**config.mk**
```make
export PLATFORM = sky130hd
export DESIGN_NAME = seq_alu_flat
export DESIGN_NICKNAME = d
export VERILOG_FILES = /design/src/rtl/seq_alu_if.sv /design/src/rtl/seq_alu.sv /design/src/flat_wrapper.sv
export SDC_FILE = /design/constraint.sdc
export NUM_CORES = 2
export LEC_CHECK = 0
export BUFFER_PORTS_ARGS = -buffer_cell sky130_fd_sc_hd__buf_2
export CAP_MARGIN = 0
export CORE_MARGIN = 10
export CORE_UTILIZATION = 35
export CTS_BUF_LIST = sky130_fd_sc_hd__clkbuf_4
export CTS_CLUSTER_DIAMETER = 60
export DETAILED_ROUTE_END_ITERATION = 7
export PLACE_DENSITY = 0.48
export REMOVE_ABC_BUFFERS = 1
export SKIP_CTS_REPAIR_TIMING = 1
export SKIP_LAST_GASP = 1
export SYNTH_ARGS = -nofsm -noshare
export SYNTH_HDL_FRONTEND = slang
export SYNTH_SLANG_ARGS = --single-unit
```
**constraint.sdc**
```tcl
create_clock -name clk -period 14.6 [get_ports clk]
set_clock_uncertainty 0.05 [all_clocks]
set_input_delay 1.46 -clock clk [delete_from_list [all_inputs] [get_ports clk]]
set_output_delay 1.46 -clock clk [all_outputs]
set_load 0.05 [all_outputs]
```
**src/rtl/seq_alu_if.sv**
```systemverilog
// Operand/result bus between the control unit and the sequential ALU.
// The master issues start/op/a/b; the slave returns {HI,LO} plus status.
interface seq_alu_if #(
  parameter int WIDTH = 32
);
  logic               start;
  logic [3:0]         op;
  logic [WIDTH-1:0]   a;
  logic [WIDTH-1:0]   b;
  logic [2*WIDTH-1:0] z;
  logic               busy;
  logic               done;
  logic               div_zero;
  logic               illegal;

  modport master (
    output start, op, a, b,
    input  z, busy, done, div_zero, illegal
  );

  modport slave (
    input  start, op, a, b,
    output z, busy, done, div_zero, illegal
  );
endinterface

```
**src/rtl/seq_alu.sv**
```systemverilog
// Multi-cycle ALU: single-cycle logic/shift ops, radix-2 Booth multiply and
// signed restoring divide, all behind a start/busy/done handshake.
module seq_alu #(
  parameter int WIDTH = 32
) (
  input logic      clk,
  input logic      clr,
  seq_alu_if.slave bus
);
  localparam int SHW = $clog2(WIDTH);
  localparam logic [SHW:0] CNT_END = WIDTH[SHW:0];

  localparam logic [2:0] S_IDLE = 3'd0;
  localparam logic [2:0] S_ALU  = 3'd1;
  localparam logic [2:0] S_MUL  = 3'd2;
  localparam logic [2:0] S_DIV  = 3'd3;
  localparam logic [2:0] S_FIX  = 3'd4;

  localparam logic [3:0] OP_ADD  = 4'd0;
  localparam logic [3:0] OP_SUB  = 4'd1;
  localparam logic [3:0] OP_AND  = 4'd2;
  localparam logic [3:0] OP_OR   = 4'd3;
  localparam logic [3:0] OP_SHR  = 4'd4;
  localparam logic [3:0] OP_SHRA = 4'd5;
  localparam logic [3:0] OP_SHL  = 4'd6;
  localparam logic [3:0] OP_ROR  = 4'd7;
  localparam logic [3:0] OP_ROL  = 4'd8;
  localparam logic [3:0] OP_MUL  = 4'd9;
  localparam logic [3:0] OP_DIV  = 4'd10;
  localparam logic [3:0] OP_NEG  = 4'd11;
  localparam logic [3:0] OP_NOT  = 4'd12;

  logic [2:0]         state;
  logic [3:0]         opr;
  logic [WIDTH-1:0]   ar, br;
  logic [SHW:0]       cnt;
  logic [WIDTH:0]     acc;
  logic [WIDTH-1:0]   mq;
  logic               q_1;
  logic [WIDTH-1:0]   rem, quo;
  logic [2*WIDTH-1:0] z_q;
  logic               busy_q, done_q, dz_q, ill_q;

  logic [SHW-1:0]     sh;
  logic [2*WIDTH-1:0] rot_r, rot_l;
  logic [WIDTH-1:0]   alu_lo, alu_hi;
  logic               alu_dz, alu_ill;
  logic [WIDTH:0]     m_ext, acc_nxt;
  logic [WIDTH-1:0]   mag_a, mag_b, q_fix, r_fix;
  logic [WIDTH:0]     rem_sh, diff;

  assign sh    = br[SHW-1:0];
  assign rot_r = {ar, ar} >> sh;
  assign rot_l = {ar, ar} << sh;

  always_comb begin
    alu_lo  = '0;
    alu_hi  = '0;
    alu_dz  = 1'b0;
    alu_ill = 1'b0;
    case (opr)
      OP_ADD:  alu_lo = ar + br;
      OP_SUB:  alu_lo = ar - br;
      OP_AND:  alu_lo = ar & br;
      OP_OR:   alu_lo = ar | br;
      OP_SHR:  alu_lo = ar >> sh;
      OP_SHRA: alu_lo = $signed(ar) >>> sh;
      OP_SHL:  alu_lo = ar << sh;
      OP_ROR:  alu_lo = rot_r[WIDTH-1:0];
      OP_ROL:  alu_lo = rot_l[2*WIDTH-1:WIDTH];
      OP_NEG:  alu_lo = -ar;
      OP_NOT:  alu_lo = ~ar;
      // Only a zero divisor reaches the single-cycle path with a DIV code
      OP_DIV: begin
        alu_lo = '1;
        alu_hi = ar;
        alu_dz = 1'b1;
      end
      default: alu_ill = 1'b1;
    endcase
  end

  // Booth step: the accumulator carries one extra sign bit so that a
  // most-negative multiplicand cannot overflow it
  assign m_ext = {br[WIDTH-1], br};
  always_comb begin
    case ({mq[0], q_1})
      2'b01:   acc_nxt = acc + m_ext;
      2'b10:   acc_nxt = acc - m_ext;
      default: acc_nxt = acc;
    endcase
  end

  assign mag_a  = ar[WIDTH-1] ? -ar : ar;
  assign mag_b  = br[WIDTH-1] ? -br : br;
  assign rem_sh = {rem, quo[WIDTH-1]};
  assign diff   = rem_sh - {1'b0, mag_b};
  assign q_fix  = (ar[WIDTH-1] ^ br[WIDTH-1]) ? -quo : quo;
  assign r_fix  = ar[WIDTH-1] ? -rem : rem;

  always_ff @(posedge clk or posedge clr) begin
    if (clr) begin
      state  <= S_IDLE;
      opr    <= '0;
      ar     <= '0;
      br     <= '0;
      cnt    <= '0;
      acc    <= '0;
      mq     <= '0;
      q_1    <= 1'b0;
      rem    <= '0;
      quo    <= '0;
      z_q    <= '0;
      busy_q <= 1'b0;
      done_q <= 1'b0;
      dz_q   <= 1'b0;
      ill_q  <= 1'b0;
    end else begin
      done_q <= 1'b0;
      case (state)
        S_IDLE: begin
          if (bus.start) begin
            opr    <= bus.op;
            ar     <= bus.a;
            br     <= bus.b;
            busy_q <= 1'b1;
            cnt    <= '0;
            acc    <= '0;
            mq     <= bus.a;
            q_1    <= 1'b0;
            if (bus.op == OP_MUL)
              state <= S_MUL;
            else if (bus.op == OP_DIV && bus.b != '0)
              state <= S_DIV;
            else
              state <= S_ALU;
          end
        end
        S_ALU: begin
          z_q    <= {alu_hi, alu_lo};
          dz_q   <= alu_dz;
          ill_q  <= alu_ill;
          done_q <= 1'b1;
          busy_q <= 1'b0;
          state  <= S_IDLE;
        end
        S_MUL: begin
          if (cnt == CNT_END) begin
            z_q    <= {acc[WIDTH-1:0], mq};
            dz_q   <= 1'b0;
            ill_q  <= 1'b0;
            done_q <= 1'b1;
            busy_q <= 1'b0;
            state  <= S_IDLE;
          end else begin
            {acc, mq, q_1} <= {acc_nxt[WIDTH], acc_nxt, mq};
            cnt <= cnt + 1'b1;
          end
        end
        // First DIV cycle loads magnitudes, the next WIDTH cycles iterate
        S_DIV: begin
          if (cnt == '0) begin
            rem <= '0;
            quo <= mag_a;
          end else if (!diff[WIDTH]) begin
            rem <= diff[WIDTH-1:0];
            quo <= {quo[WIDTH-2:0], 1'b1};
          end else begin
            rem <= rem_sh[WIDTH-1:0];
            quo <= {quo[WIDTH-2:0], 1'b0};
          end
          if (cnt == CNT_END)
            state <= S_FIX;
          cnt <= cnt + 1'b1;
        end
        S_FIX: begin
          z_q    <= {r_fix, q_fix};
          dz_q   <= 1'b0;
          ill_q  <= 1'b0;
          done_q <= 1'b1;
          busy_q <= 1'b0;
          state  <= S_IDLE;
        end
        default: state <= S_IDLE;
      endcase
    end
  end

  assign bus.z        = z_q;
  assign bus.busy     = busy_q;
  assign bus.done     = done_q;
  assign bus.div_zero = dz_q;
  assign bus.illegal  = ill_q;
endmodule

```
**src/flat_wrapper.sv**
```systemverilog
// flat-port wrapper written by rule: the top's interface ports become plain ports
module seq_alu_flat 
#(
  parameter int WIDTH = 32
)
  (clk, clr, bus_start, bus_op, bus_a, bus_b, bus_z, bus_busy, bus_done, bus_div_zero, bus_illegal);
  seq_alu_if #(.WIDTH(WIDTH)) bus_i ();
  input logic clk;
  input logic clr;
  input wire logic [$bits(bus_i.start)-1:0] bus_start;
  input wire logic [$bits(bus_i.op)-1:0] bus_op;
  input wire logic [$bits(bus_i.a)-1:0] bus_a;
  input wire logic [$bits(bus_i.b)-1:0] bus_b;
  output wire logic [$bits(bus_i.z)-1:0] bus_z;
  output wire logic [$bits(bus_i.busy)-1:0] bus_busy;
  output wire logic [$bits(bus_i.done)-1:0] bus_done;
  output wire logic [$bits(bus_i.div_zero)-1:0] bus_div_zero;
  output wire logic [$bits(bus_i.illegal)-1:0] bus_illegal;
  assign bus_i.start = bus_start;
  assign bus_i.op = bus_op;
  assign bus_i.a = bus_a;
  assign bus_i.b = bus_b;
  assign bus_z = bus_i.z;
  assign bus_busy = bus_i.busy;
  assign bus_done = bus_i.done;
  assign bus_div_zero = bus_i.div_zero;
  assign bus_illegal = bus_i.illegal;
  seq_alu #(.WIDTH(WIDTH)) u_core (.clk(clk), .clr(clr), .bus(bus_i));
endmodule
```
==> results_dict.tcl <==
set metrics [dict create \
    hold_class "flop to flop" \
    start_util_pct 35.4 \
    die_w_um 298 \
    ys.flop_type "dfrtp_1" \
    overflow 0 \
    cp.arrival_ps 7160 \
    worstSetupEndpointType "flop" \
    r2r-start "u_core.br[0]$_DFFE_PP0P_" \
    synth_top_area_share_pct 25.4 \
    ant_nets 0 \
    cts_tree "done" \
    yosys_register_bits 274 \
    whs_path_depth 2 \
    avgSynthCellArea_um2 7.53 \
    drt-initial-drc-count 2688 \
    seqCellArea_um2 6870 \
    clk_path_buf_depth 3 \
    area_growth_pct 10.1 \
    yosysUniqueCellTypes 91 \
    routed_wirelength_um 123000 \
    dp_slack_ps 8280 \
    relSlewSlack_pct 14.5 \
    yosys-top-cells-area "dfrtp_1 25%, nand2_1 8.1%, nor2_1 6.1%, xnor2_1 5.4%, ha_1 5.1%" \
    fin_crit_ps 6440 \
    setup_viol 0 \
    gp_congestion 0.978 \
    cap_viol_max_count 0 \
    final_common_cell "nand2_1" \
    multi_input_area_um2 18800 \
    synth_edf_count 0 \
    yosys.area.top_type "dfrtp_1" \
    clock_sinks 274 \
    seq_area_frac_synth_pct 25.4 \
    ioPinCount 139 \
    finalHoldViolCount 0 \
    drive_above_1_share_pct 13.7 \
    cp.required_ps 15320 \
    tns_ps 0 \
    final_net_count 3789 \
    ys_warn_count 0 \
    grt_pass1_vias 27200 \
    cp_max_fo 18 \
    start_kind "flop" \
    r2r_cells 22 \
    synthArstFlopShare_pct 100 \
    drc_errors 0 \
    wl_per_cell_um 26.2 \
    grt_pass1_wl_um 182000 \
    path_class "flop to flop" \
    clk_pin_slew_worst_paths_ps 70 \
    num_rows 101 \
    fmax_mhz 155 \
    vias 28300 \
    root_buffer "clkbuf_4" \
    grt_max_degree 96 \
    grtUsageTotal_pct 26.7 \
    numCtsBuffers 92 \
    cts.htree.levels 3 \
    antenna_found_initial 6 \
    max_slew.worst_pin.slew_ps 1250 \
    post-route-util_pct 39.0 \
    first_pass_iters 8 \
    nFillCells 8168 \
    stdcell_count 4706 \
    portBuffers 138 \
    setup_slack_ps 8160 \
    syn_area_um2 27000 \
    dp_cells 4542 \
    rsz0062_at_grt "false" \
    final_cell_mix "578 x nand2_1, 436 x nor2_1, 268 x dfrtp_1" \
    fp.dieH_um 298 \
    drt-vias-per-instance 6.01 \
    holdCritStartpoint "u_core.bus.div_zero$_DFFE_PP0P_" \
    finalMaxSlewViolations 0 \
    die_area_um2 88600 \
    synthCells 3585 \
    status "completed" \
    timing.final.crit_share_pct 44.1 \
    cp-startpoint "u_core.br[0]$_DFFE_PP0P_" \
    core_um2 76200 \
    clk_latency_ps 900 \
    dp_hpwl_um 89300 \
]
cells by family after synthesis:
family          count (synthesis)  share of synthesized area (%)
buf+inv                       358                           5.12
fa+ha+maj                     112                           5.27
simple gates                 1412                           23.2
xor+xnor                      268                           8.72
mux                           147                           8.17
compound gates               1014                           24.1
flops                         274                           25.4
final timing paths:
| kind | slack (ps) | end |
|---|---|---|
| max | 8160 | u_core.acc[30]$_DFFE_PP0P_ |
| min | 410 | u_core.bus.div_zero$_DFFE_PP0P_ |
| max reg2reg | 8160 | u_core.acc[30]$_DFFE_PP0P_ |
| min reg2reg | 410 | u_core.bus.div_zero$_DFFE_PP0P_ |
| max in group asynchronous | 11600 | u_core.br[14]$_DFFE_PP0P_ |
| min in group asynchronous | 640 | u_core.acc[2]$_DFFE_PP0P_ |
critical path, cell delays in order (launching register included):
cell	delay, ps
dfrtp_4	620
clkinv_1	290
ha_1	340
or3b_2	530
nor2_1	360
nand2_1	130
nor2_1	240
nand2_1	130
or3_1	380
nor3_1	290
nor2_1	90
xnor2_1	260
ha_1	320
a21o_1	170
a21o_1	170
a221o_1	310
o21ba_2	220
nor2_1	320
o21ai_0	230
a31oi_1	320
o21ai_0	170
xnor2_1	140
o311ai_0	290
through the flow:
stage | cell area, µm² | hold WS, ps
after floorplan | 25800 | 447
after global placement | 28600 | 402
after detailed placement | 28600 | 410
after CTS | 29700 | 423
after global routing | 29700 | 456
final | 29700 | 414
flip-flops by register name (all words and copies together), names as in the netlist, 4 cells and up:
register,cells
u_core.acc,32
u_core.ar,32
u_core.br,32
u_core.bus.z,64
u_core.cnt,6
u_core.mq,32
u_core.opr,4
u_core.quo,32
u_core.rem,32
area by class of cell:
type	count	share of cell area, %
diodes	2	0.0168
clock buffers	125	3.16
clock inverters	37	0.636
inverters	61	0.804
multi-input cells	2953	63.3
flip-flops and latches	274	23.1
well taps	1030	4.34
repair buffers	224	4.58
routing by layer:
layer / global-route usage [%] / vias up / part of all wire, %
li1: - / 13000 / -
met1: 36.2 / 13700 / 44
met2: 41.6 / 1234 / 45
met3: 5.21 / 250 / 7.8
met4: 9.67 / 6 / 3.4
met5: 0 / - / 0.036
cell usage after synthesis (all sizes together), types with 29 or more instances:
cell    count
a31oi      63
a21oi     267
a21o       54
buf        53
a222oi     31
inv        58
xnor2     166
nor3       58
clkbuf    244
mux4       57
nor2      439
nand2b     29
o22ai      40
dfrtp     274
or3        34
nand2     580
mux2i      73
xor2      102
nand3     116
o21ai     263
ha        109
Power is left out: the tool's default activity adds up to more than one toggle a clock period on the data nets, which glitch-free logic cannot reach.
